===== src/rtl/hazard_scoreboard_unit.sv =====
// hazard_scoreboard_unit
//   Pipeline hazard unit for a 5-stage in-order core with a multi-cycle
//   (mul/div) side path. It does three jobs:
//     - selects the Execute operand forwarding sources (Memory beats Writeback)
//     - keeps a per-register pending scoreboard for in-flight multi-cycle results
//     - produces per-stage stall and Execute flush signals (load-use, RAW, WAW,
//       ALU busy and memory not ready)
//   Register 0 is hardwired and never forwards, stalls or becomes pending.
//
// Optional build macro: HAZARD_PERF_CNT_EN
//   When defined, saturating counters of d_stall cycles and load-use cycles are
//   built. When undefined, stall_cycles and load_use_cnt are constant 0.
//
// Ports
//   clock, reset          single clock, synchronous active-high reset
//   d_*                   Decode instruction (valid, sources, dest, write, multi-cycle)
//   x_*                   Execute instruction indices and status
//   m_*, w_*              Memory / Writeback destinations and write flags
//   f/d/x/m_stall         per-stage stall, x_flush inserts an Execute bubble
//   x_fwd_sel_1/2         00 regfile, 01 Memory stage, 10 Writeback stage
//   stall_cycles          saturating count of d_stall cycles
//   load_use_cnt          saturating count of load-use hazard cycles
module hazard_scoreboard_unit #(
    parameter int REG_ADDR_W = 5,
    parameter int CNT_W      = 16
) (
    input  logic                  clock,
    input  logic                  reset,
    input  logic                  d_valid,
    input  logic [REG_ADDR_W-1:0] d_src_reg_1,
    input  logic [REG_ADDR_W-1:0] d_src_reg_2,
    input  logic [REG_ADDR_W-1:0] d_dst_reg,
    input  logic                  d_reg_write,
    input  logic                  d_multi,
    input  logic [REG_ADDR_W-1:0] x_src_reg_1,
    input  logic [REG_ADDR_W-1:0] x_src_reg_2,
    input  logic [REG_ADDR_W-1:0] x_dst_reg,
    input  logic                  x_valid,
    input  logic                  x_reg_write,
    input  logic                  x_mem_read,
    input  logic                  x_alu_ready,
    input  logic [REG_ADDR_W-1:0] m_dst_reg,
    input  logic [REG_ADDR_W-1:0] w_dst_reg,
    input  logic                  m_reg_write,
    input  logic                  w_reg_write,
    input  logic                  w_multi,
    input  logic                  m_mem_ready,
    output logic                  f_stall,
    output logic                  d_stall,
    output logic                  x_stall,
    output logic                  m_stall,
    output logic                  x_flush,
    output logic [1:0]            x_fwd_sel_1,
    output logic [1:0]            x_fwd_sel_2,
    output logic [CNT_W-1:0]      stall_cycles,
    output logic [CNT_W-1:0]      load_use_cnt
);

    localparam int NUM_REGS = 2 ** REG_ADDR_W;

    logic [NUM_REGS-1:0] pending_q, pending_d;
    logic                load_use;
    logic                raw_hazard;
    logic                waw_hazard;

    // Forwarding: the younger producer (Memory) wins over Writeback.
    function automatic logic [1:0] fwd_sel(
        input logic [REG_ADDR_W-1:0] src,
        input logic                  m_wr,
        input logic [REG_ADDR_W-1:0] m_dst,
        input logic                  w_wr,
        input logic [REG_ADDR_W-1:0] w_dst
    );
        logic [1:0] sel;
        sel = 2'b00;
        if (src != '0) begin
            if (m_wr && (m_dst == src))
                sel = 2'b01;
            else if (w_wr && (w_dst == src))
                sel = 2'b10;
        end
        return sel;
    endfunction

    always_comb begin
        x_fwd_sel_1 = fwd_sel(x_src_reg_1, m_reg_write, m_dst_reg, w_reg_write, w_dst_reg);
        x_fwd_sel_2 = fwd_sel(x_src_reg_2, m_reg_write, m_dst_reg, w_reg_write, w_dst_reg);
    end

    // Stall network. pending_q[0] is held at 0, so RAW/WAW on r0 cannot fire.
    always_comb begin
        load_use   = d_valid & x_valid & x_mem_read & x_reg_write & (x_dst_reg != '0) &
                     ((x_dst_reg == d_src_reg_1) | (x_dst_reg == d_src_reg_2));
        raw_hazard = d_valid & (pending_q[d_src_reg_1] | pending_q[d_src_reg_2]);
        waw_hazard = d_valid & d_reg_write & pending_q[d_dst_reg];
        m_stall    = ~m_mem_ready;
        x_stall    = m_stall | (x_valid & x_reg_write & ~x_alu_ready);
        d_stall    = x_stall | load_use | raw_hazard | waw_hazard;
        f_stall    = d_stall;
        // Bubble only when Execute is free to take it.
        x_flush    = d_stall & ~x_stall;
    end

    // Scoreboard next state: clear first so a same-edge set on the same
    // register wins.
    always_comb begin
        pending_d = pending_q;
        if (w_reg_write && w_multi)
            pending_d[w_dst_reg] = 1'b0;
        if (d_valid && !d_stall && d_reg_write && d_multi)
            pending_d[d_dst_reg] = 1'b1;
        pending_d[0] = 1'b0;
    end

    always_ff @(posedge clock) begin
        if (reset)
            pending_q <= '0;
        else
            pending_q <= pending_d;
    end

`ifdef HAZARD_PERF_CNT_EN
    logic [CNT_W-1:0] stall_cycles_q, stall_cycles_d;
    logic [CNT_W-1:0] load_use_cnt_q, load_use_cnt_d;

    // Saturating: stop at all-ones instead of wrapping.
    always_comb begin
        stall_cycles_d = stall_cycles_q;
        load_use_cnt_d = load_use_cnt_q;
        if (d_stall && (stall_cycles_q != '1))
            stall_cycles_d = stall_cycles_q + CNT_W'(1);
        if (load_use && (load_use_cnt_q != '1))
            load_use_cnt_d = load_use_cnt_q + CNT_W'(1);
    end

    always_ff @(posedge clock) begin
        if (reset) begin
            stall_cycles_q <= '0;
            load_use_cnt_q <= '0;
        end else begin
            stall_cycles_q <= stall_cycles_d;
            load_use_cnt_q <= load_use_cnt_d;
        end
    end

    assign stall_cycles = stall_cycles_q;
    assign load_use_cnt = load_use_cnt_q;
`else
    assign stall_cycles = '0;
    assign load_use_cnt = '0;
`endif

endmodule


===== config.mk =====
export PLATFORM = sky130hd
export DESIGN_NAME = hazard_scoreboard_unit
export DESIGN_NICKNAME = d
export VERILOG_FILES = /design/src/rtl/hazard_scoreboard_unit.sv
export SDC_FILE = /design/constraint.sdc
export NUM_CORES = 1
export LEC_CHECK = 0
export ABC_AREA = 1
export ABC_CLOCK_PERIOD_IN_PS = 3500
export BUFFER_PORTS_ARGS = -buffer_cell sky130_fd_sc_hd__buf_2
export CAP_MARGIN = 20
export CORE_MARGIN = 4
export CORE_UTILIZATION = 40
export DETAILED_ROUTE_END_ITERATION = 10
export PLACE_DENSITY = 0.75
export RECOVER_POWER = 50
export SYNTH_ARGS = -nofsm -noshare
export SYNTH_HDL_FRONTEND = slang
export SYNTH_SLANG_ARGS = --single-unit

===== constraint.sdc =====
create_clock -name clock -period 3.5 [get_ports clock]
set_input_delay 0.35 -clock clock [delete_from_list [all_inputs] [get_ports clock]]
set_output_delay 0.35 -clock clock [all_outputs]
set_load 0.05 [all_outputs]

==> results of run 1 <==
[report_power, final]
| group | leakage [nW] | internal, mW | switching [mW] |
|---|---|---|---|
| Clock | 0.0412 | 0.139 | 0.137 |
| Combinational | 1.36 | 0.0700 | 0.248 |
| Sequential | 0.250 | 0.353 | 0.000836 |
[routing by layer]
layer  share of wire [%]  routed length (um)
met5                   0                   0
met4                 3.0                 329
met3                  11                1230
met2                  45                4950
met1                  41                4520
[critical path: stages]
cell and delay, ns:
buf_2 0.29, inv_2 0.20, nand2_1 0.09, nand3_1 0.07, nand3_1 0.10, nand2_1 0.06
nand2_1 0.05, nand3_1 0.07, nand2_1 0.10, nand2_1 0.12, nand2_1 0.12, clkbuf_1 0.94
nand4_1 0.20, a21oi_1 0.22
[final cells by class]
cell class                      count  area (um2)
Inverter                           70         263
Clock buffer                        6        72.6
Tap cell                          102         128
Sequential cell                    31         621
Clock inverter                      2        12.5
Fill cell                         873        4330
Timing Repair Buffer               64         317
Multi-Input combinational cell    464        2150
[metrics by stage]
stage	util (%)	hold slack, ns	area (um2)	setup slack [ns]
2_1_floorplan	-	0.419	3430	0.327
3_3_place_gp	44.2	0.490	3490	0.992
3_5_place_dp	44.2	0.499	3490	0.908
4_1_cts	45.3	0.507	3570	0.903
5_1_grt	45.1	0.551	3560	0.386
6_report	45.1	0.506	3560	0.695
[path summary, 6_finish.rpt]
path,startpoint,end,slack (ns),cells after the start
worst max-delay path,d_src_reg_2[0],pending_q[20]$_SDFF_PP0_,0.69,14
worst min-delay path,pending_q[18]$_SDFF_PP0_,pending_q[18]$_SDFF_PP0_,0.51,2
worst max register to register,pending_q[3]$_SDFF_PP0_,pending_q[20]$_SDFF_PP0_,0.82,12
worst min register to register,pending_q[18]$_SDFF_PP0_,pending_q[18]$_SDFF_PP0_,0.51,2
[synth_stat cells (7+ instances only)]
cell and count:
clkbuf_1 7, o21ai_0 39, xor2_1 13, nand2_1 166
buf_4 42, nand3_1 72, nand4_1 33, nor2_1 49
dfxtp_1 31, nor3_1 10, a21oi_1 33, inv_1 67
[cells by family after synthesis]
family / share of synthesized area [%]
flip-flops: 18.7
XOR/XNOR: 4.23
other: 0.113
AND/OR/NAND/NOR: 43.6
buffers and inverters: 19.9
AO/OA/AOI/OAI: 13.4
==> flow_summary.toml, run 1 <==
[clock_network]
insertion_delay_ns = 0.28
cts-root-buf = "clkbuf_8"
clk_pin_slew_worst_paths_ns = 0.06
numClockSinks = 31
ctsResizeCount = 0
cts_tree = "done"
cts_buffers = 5
clk_path_buf_depth = 2
holdBufCountCts = 0
htreeDepth = 2
cts_setup_buffers = 0

[global_route]
grt_pass1_wl_um = 17000
grt_pass1_vias = 3447
grt.busiest_layer = "met2"
use_met2_pct = 34.0
grt_start_max_net_pins = 32
grt_overflow = 0
met1_usage_pct = 28.2
antenna_found_initial = 0
use_met3_pct = 3.82
grt_util_all_layers_pct = 21.2

[synthesis]
syn_area_per_cell_um2 = 5.59
yosysWarnings = 0
ys_top_cells_by_area = "nand2_1, dfxtp_1, nand3_1"
synth_edf_count = 0
synth_seq_area_share_pct = 18.7
synth-seq-cells = 31
syn_area_um2 = 3310
synth-async-reset-ratio_pct = 0
yosysTopAreaCell = "nand2_1"
synthFlopType = "dfxtp_1"
yosysUniqueCellTypes = 24
netlist.area_leader.share_pct = 18.8
syn_inst = 592

[critical_path]
cp_max_fo = 31
arrival_ns = 3.01
crit_type = "in -> reg"
crit_required_ns = 3.70
crit_path_start_kind = "input port"
cp-end-kind = "flip-flop"

[layout]
final_cell_mix = "nand2_1, nand3_1, inv_1"
top_regs = "pending_q x31"
final_common_cell = "nand2_1"
nets = 689
regMostFlops = "pending_q"
largest_register_ffs = 31
drive_gt1_share_pct = 10.7
area_growth_pct = 7.48
num_antenna_cells = 0
layout.cells.non_filler = 739

[worst_hold_path]
hold_path.class = "reg -> reg"

[floorplanning]
fp.dieH_um = 99.0
die_w_um = 99.0
io_pins = 94
initial_core_util_pct = 42.0
num_rows = 32
coreArea_um2 = 7890
die_area_um2 = 9800

[sta]
rsz0062_at_grt = "no"
hold_viol = 0
fin_crit_sh_pct = 80.2
fin_skew_ns = 0.00480
final.setup.tns_ns = 0
tightest_slew_ns = 1.26
relSlewSlack_pct = 15.7
final_max_slew_viol_count = 0
post-route-min-period_ns = 2.81
setup_viol = 0
fmax_mhz = 356

[place]
dpl.cell_count = 731
dp.final_hpwl_um = 8350
io_buffers = 61
place_congestion = 0.963

[drt]
drtIter0Drc = 452
dr.pass1.iters = 5
wl_per_cell_um = 14.9
vias_per_cell = 5.43
vias = 4015
ant_nets = 0
wirelength_um = 11000
drc_errors = 0

[run_status]
status = "finished clean"

[job]
drv_cap = 0

[pwr]
leakagePower_nw = 1.65
power_density_nw_per_um2 = 266
ir_drop_mv = 0.127
power.total_mw = 0.949
(Power assumes the default switching activity.)
==> run 2: changes to the inputs <==
- ABC_AREA: 1 -> 0
- ABC_CLOCK_PERIOD_IN_PS: 3500 -> 2600
- clock period: 3.5 -> 2.6 ns (I/O delays scaled with it)
==> run 2 against run 1 <==
Via count decreased by 20%; critical path depth decreased by 7; synthesized cell count is 32% lower; wire length down 12%; sequential share of layout area up 0.43 points; clock-buffer cell count rose by 2.
==> flow_summary.toml, run 2 <==
[synthesis]
yosysMostFrequentCell = "nand2_1"
synth_edf_count = 0
yosysWarnings = 0
netlist.area_leader.share_pct = 19.6
synth_seq_area_share_pct = 19.6
syn_area_per_cell_um2 = 7.88
synth-seq-cells = 31
ys_top_cells_by_count = "nand2_1, o21ai_0, buf_4, dfxtp_1"
yosysUniqueCellTypes = 43
syn_inst = 401
synthFlopType = "dfxtp_1"
yosysTopAreaCell = "dfxtp_1"
ys_top_cells_by_area = "dfxtp_1, mux4_2, buf_4"
synth-async-reset-ratio_pct = 0
syn_area_um2 = 3160

[place]
dpl.cell_count = 542
place_congestion = 0.949
io_buffers = 61
place_area_um2 = 3400
dp.final_hpwl_um = 7520

[drt]
drc_errors = 0
dr.pass1.iters = 5
wirelength_um = 9750
vias_per_cell = 5.85
drtIter0Drc = 359
vias = 3218
ant_nets = 0
wl_per_cell_um = 17.7

[job]
drv_cap = 0

[clock_network]
numClockSinks = 31
clk_path_buf_depth = 2
htreeDepth = 2
clk_pin_slew_worst_paths_ns = 0.06
cts-root-buf = "clkbuf_8"
holdBufCountCts = 0
cts_buffers = 5
insertion_delay_ns = 0.28
cts_tree = "done"

[critical_path]
crit_slowest_cell = "mux4_2"
cp.buffers_inverters = 1
crit_type = "reg -> out"
arrival_ns = 2.23
crit_family = "multiplexers"
worstPathCellList = "mux2i_1 -> mux4_2 -> a2111oi_4 -> nand3_1 -> and3_4 -> a31oi_2 -> buf_6"
critPathMaxStageDelay_ns = 0.49
cp-end-kind = "primary output"
crit_required_ns = 2.34
path_depth = 7
crit_path_start_kind = "flip-flop"
rr_worst_depth = 7
cp_max_fo = 4

[global_route]
grt_overflow = 0
grt_start_max_net_pins = 33
grt_pass1_vias = 3081
grt_util_all_layers_pct = 19.9
antenna_found_initial = 0
grt_pass1_wl_um = 15300

[layout]
top_regs = "pending_q x31"
num_antenna_cells = 0
regMostFlops = "pending_q"
largest_register_ffs = 31
drive_gt1_share_pct = 22.5
final_cell_mix = "buf_2, nand2_1, o21ai_0"
area_growth_pct = 12.2
final_common_cell = "buf_2"
nets = 500
final_util_pct = 46.1
layout.cells.non_filler = 550
final_area_um2 = 3540

[floorplanning]
die_w_um = 96.9
coreArea_um2 = 7690
fp.dieH_um = 96.9
io_pins = 94
num_rows = 32
die_area_um2 = 9380
initial_core_util_pct = 41.1

[pwr]
leakagePower_nw = 1.30
power_density_nw_per_um2 = 366
ir_drop_mv = 0.214

[worst_hold_path]
hold_depth = 4
hold_path.class = "in -> reg"

[run_status]
status = "finished clean"

[sta]
final_max_slew_viol_count = 0
tightest_slew_ns = 0.774
fmax_mhz = 401
fin_skew_ns = 0.00353
post-route-min-period_ns = 2.49
setup_viol = 0
fin_crit_sh_pct = 95.9
final.setup.tns_ns = 0
hold_ws_ns = 0.431
relSlewSlack_pct = 48.3
hold_viol = 0
run 2: cell types whose count changed after synthesis, sizes merged, moves of 11 or more:
cell    before  now
nand2      166   51
inv         70    3
nand3       72   10
nor2        49   15
a21oi       34    3
mux2i        0   23
nor2b        0   23
nand3b       0   20
nand4       33   18
mux4         0   14
xnor2        3   14
run 2: worst min-delay path: cells and delay by family:
| kind | cells | cell delay (ns) |
|---|---|---|
| AO/OA/AOI/OAI | 2 | 0.16 |
| AND/OR/NAND/NOR | 1 | 0.14 |
| buffers and inverters | 1 | 0.11 |
run 2: cell families (layout without fill, tap and decap cells):
family / Yosys count / after routing / synth area share [%]
AO/OA/AOI/OAI: 67 / 67 / 12.0
flip-flops: 31 / 31 / 19.6
multiplexers: 40 / 40 / 18.3
buffers and inverters: 63 / 79 / 12.3
AND/OR/NAND/NOR: 171 / 171 / 29.9
XOR/XNOR: 28 / 28 / 7.76
other: 1 / 32 / 0.119
run 2: where the power goes:
| group | switching (mW) | internal, mW |
|---|---|---|
| registers | 0.00125 | 0.475 |
| clock network | 0.170 | 0.241 |
| logic | 0.292 | 0.116 |
run 2: cell type report:
class	count	area [um2]
clock buffer	8	100
inverter	3	11.3
tap	102	128
fill	780	4140
sequential	31	633
multi-input combinational	338	2320
timing repair buffer	68	354
run 2: layer usage:
layer	GRT usage [%]	vias up	share of wire (%)
met3	3.75	35	9.8
met5	0	-	0
li1	-	1469	-
met4	9.07	0	3.4
met2	32.9	217	48
met1	25.0	1497	39
run 2: final timing paths:
kind                       startpoint                       end  slack [ns]
min                           w_multi  pending_q[31]$_SDFF_PP0_        0.43
max reg2reg   pending_q[9]$_SDFF_PP0_   pending_q[5]$_SDFF_PP0_        0.32
max          pending_q[16]$_SDFF_PP0_                   x_flush        0.11
min reg2reg  pending_q[19]$_SDFF_PP0_  pending_q[19]$_SDFF_PP0_        0.53
run 2: repair_timing:
| item | CTS | global route |
|---|---|---|
| setup endpoints to repair | 3 | 3 |
| gates resized for setup | 9 | 9 |
| buffers inserted | 0 | 0 |
| pin swaps | 0 | 1 |
run 2: metrics by stage:
step | total power, mW | worst slack (ns)
after floorplan | 0.823 | -0.0874
after global placement | 0.875 | 0.103
after detailed placement | 0.884 | 0.114
after CTS | 1.29 | 0.0160
after global routing | 1.35 | -0.0310
final | 1.30 | 0.106
==> run 3: changes to the inputs <==
==> constraint.sdc (replaced) <==
create_clock -name clock -period 2.6 [get_ports clock]
set_input_delay 0.52 -clock clock [delete_from_list [all_inputs] [get_ports clock]]
set_output_delay 0.52 -clock clock [all_outputs]
set_load 0.05 [all_outputs]
==> run 3 against run 2 <==
The flow now finishes with violations (setup timing); critical path depth unchanged; worst hold slack improved by 0.12 ns; via count increased by 3.5%; maximum frequency decreased by 8.5%; clock-buffer cell count decreased by 2; die area unchanged; largest cell class unchanged; highest routed layer unchanged.
==> flow_summary.toml, run 3 (synthesized netlist as in run 2, its figures left out) <==
[run_status]
status = "finished, violations left"
violations = "setup timing"

[pwr]
power.total_mw = 1.44
ir_drop_mv = 0.231
seqPwrFrac_pct = 33.1
net-switching-power_mw = 0.493
p_comb_share_pct = 32.6
p_sw_share_pct = 34.2
leakagePower_nw = 1.53
clock_power_share_pct = 34.3
internal_power_mw = 0.947
power_density_nw_per_um2 = 359

[critical_path]
crit_family = "multiplexers"
path_depth = 7
cp_max_fo = 2
worstPathCellList = "mux2i_1 -> mux4_2 -> a2111oi_4 -> nand3_2 -> and3_4 -> a31oi_4 -> buf_6"
r2r-end = "pending_q[7]$_SDFF_PP0_"
r2r-start = "pending_q[16]$_SDFF_PP0_"
crit_path_start_kind = "flip-flop"
crit_slowest_cell = "mux4_2"
arrival_ns = 2.21
cp.buffers_inverters = 1
crit_type = "reg -> out"
critPathMaxStageDelay_ns = 0.50
crit_required_ns = 2.08
rr_worst_depth = 10
startpoint = "pending_q[19]$_SDFF_PP0_"
rrSetupSlack_ns = 0.04
cp-end-kind = "primary output"

[floorplanning]
num_rows = 32
io_pins = 94
fp.dieH_um = 96.9
initial_core_util_pct = 41.1
coreArea_um2 = 7690
die_area_um2 = 9380
die_w_um = 96.9

[worst_hold_path]
hold_depth = 2
hold_start = "pending_q[1]$_SDFF_PP0_"
hold_end = "pending_q[1]$_SDFF_PP0_"
hold_path.class = "reg -> reg"

[global_route]
grt_util_all_layers_pct = 20.7
grt_pass1_vias = 3123
antenna_found_initial = 0
grt_start_max_net_pins = 33
grt_pass1_wl_um = 16000
grt_overflow = 0

[layout]
final_area_um2 = 4010
largest_register_ffs = 31
area_growth_pct = 26.9
nFillCells = 714
layout.cells.non_filler = 581
num_antenna_cells = 0
final_cell_mix = "nand2_1, buf_2, o21ai_0"
regMostFlops = "pending_q"
nets = 531
final_common_cell = "nand2_1"
top_regs = "pending_q x31"
drive_gt1_share_pct = 30.9

[drt]
drtIter0Drc = 325
drc_errors = 0
vias = 3330
dr.pass1.iters = 6
wirelength_um = 9960
vias_per_cell = 5.73
wl_per_cell_um = 17.1
ant_nets = 0

[job]
drv_cap = 0

[clock_network]
clk_path_buf_depth = 2
insertion_delay_ns = 0.29
cts-root-buf = "clkbuf_8"
clk_pin_slew_worst_paths_ns = 0.07
numClockSinks = 31
holdBufCountCts = 0
htreeDepth = 2
cts_tree = "done"
cts_buffers = 5

[sta]
final_max_slew_viol_count = 0
worst_slack_ns = -0.126
relSlewSlack_pct = 53.7
hold_ws_ns = 0.548
fin_skew_ns = 0.00882
post-route-min-period_ns = 2.73
setup_viol = 3
fmax_mhz = 367
hold_viol = 0
rsz0062_at_grt = "yes"
tightest_slew_ns = 0.693
final.setup.tns_ns = -0.274
fin_crit_sh_pct = 105

[place]
place_congestion = 0.911
dp.final_hpwl_um = 7630
dpl.cell_count = 570
io_buffers = 61
place_area_um2 = 3680
==> run 3: cell types whose count changed in the layout (fill, tap and decap cells not counted), sizes merged <==
cell	before	now
buf	61	92
clkinv	0	1
clkbuf	15	13
bufinv	0	1
==> run 3: per-stage QoR <==
| step | worst slack (ns) | util [%] |
|---|---|---|
| 3_5_place_dp | -0.357 | 47.9 |
| 2_1_floorplan | -0.361 | - |
| 4_1_cts | -0.127 | 51.6 |
| 6_report | -0.126 | 52.1 |
| 5_1_grt | -0.183 | 52.1 |
| 3_3_place_gp | -0.322 | 47.9 |
==> run 3: how the worst max path moves through the flow <==
stage | to
after CTS | x_flush
after floorplan | f_stall
final | x_flush
after global routing | x_flush
after global placement | x_flush
after detailed placement | x_flush
==> run 3: worst register-to-register path: stages, from the launching register on <==
cell,delay [ns]
dfxtp_2,0.34
buf_6,0.12
mux4_2,0.47
mux2i_4,0.22
nor3_4,0.06
nor4_4,0.19
buf_4,0.18
clkbuf_2,0.34
nand4_2,0.18
buf_12,0.20
o21ai_0,0.17
==> run 3: area by class of cell <==
cell class / instances / area (um2) / share of cell area (%)
Timing Repair Buffer: 99 / 698 / 17.4
Clock inverter: 2 / 35.0 / 0.874
Inverter: 3 / 11.3 / 0.281
Multi-Input combinational cell: 338 / 2420 / 60.5
Tap cell: 102 / 128 / 3.18
Sequential cell: 31 / 629 / 15.7
Clock buffer: 6 / 82.6 / 2.06
==> run 3: repair_timing <==
item | 4_1_cts | 5_1_grt
gates resized for setup | 38 | 11
pin swaps | 6 | 2
setup endpoints to repair | 3 | 6
setup buffers | 3 | 0
==> run 3: power by group through the flow <==
stage	combinational (mW)	clock (mW)	sequential (mW)
3_3_place_gp	0.424	0	0.487
3_5_place_dp	0.431	0	0.487
4_1_cts	0.458	0.498	0.477
2_1_floorplan	0.347	0	0.487
5_1_grt	0.497	0.518	0.476
6_report	0.469	0.494	0.477
==> run 3: layer usage <==
| metal | up-vias | routed length [um] | global-route usage (%) |
|---|---|---|---|
| met3 | 14 | 1000 | 3.97 |
| li1 | 1528 | - | - |
| met2 | 190 | 4810 | 35.0 |
| met5 | - | 0 | 0 |
| met4 | 0 | 189 | 5.72 |
| met1 | 1598 | 3960 | 27.0 |
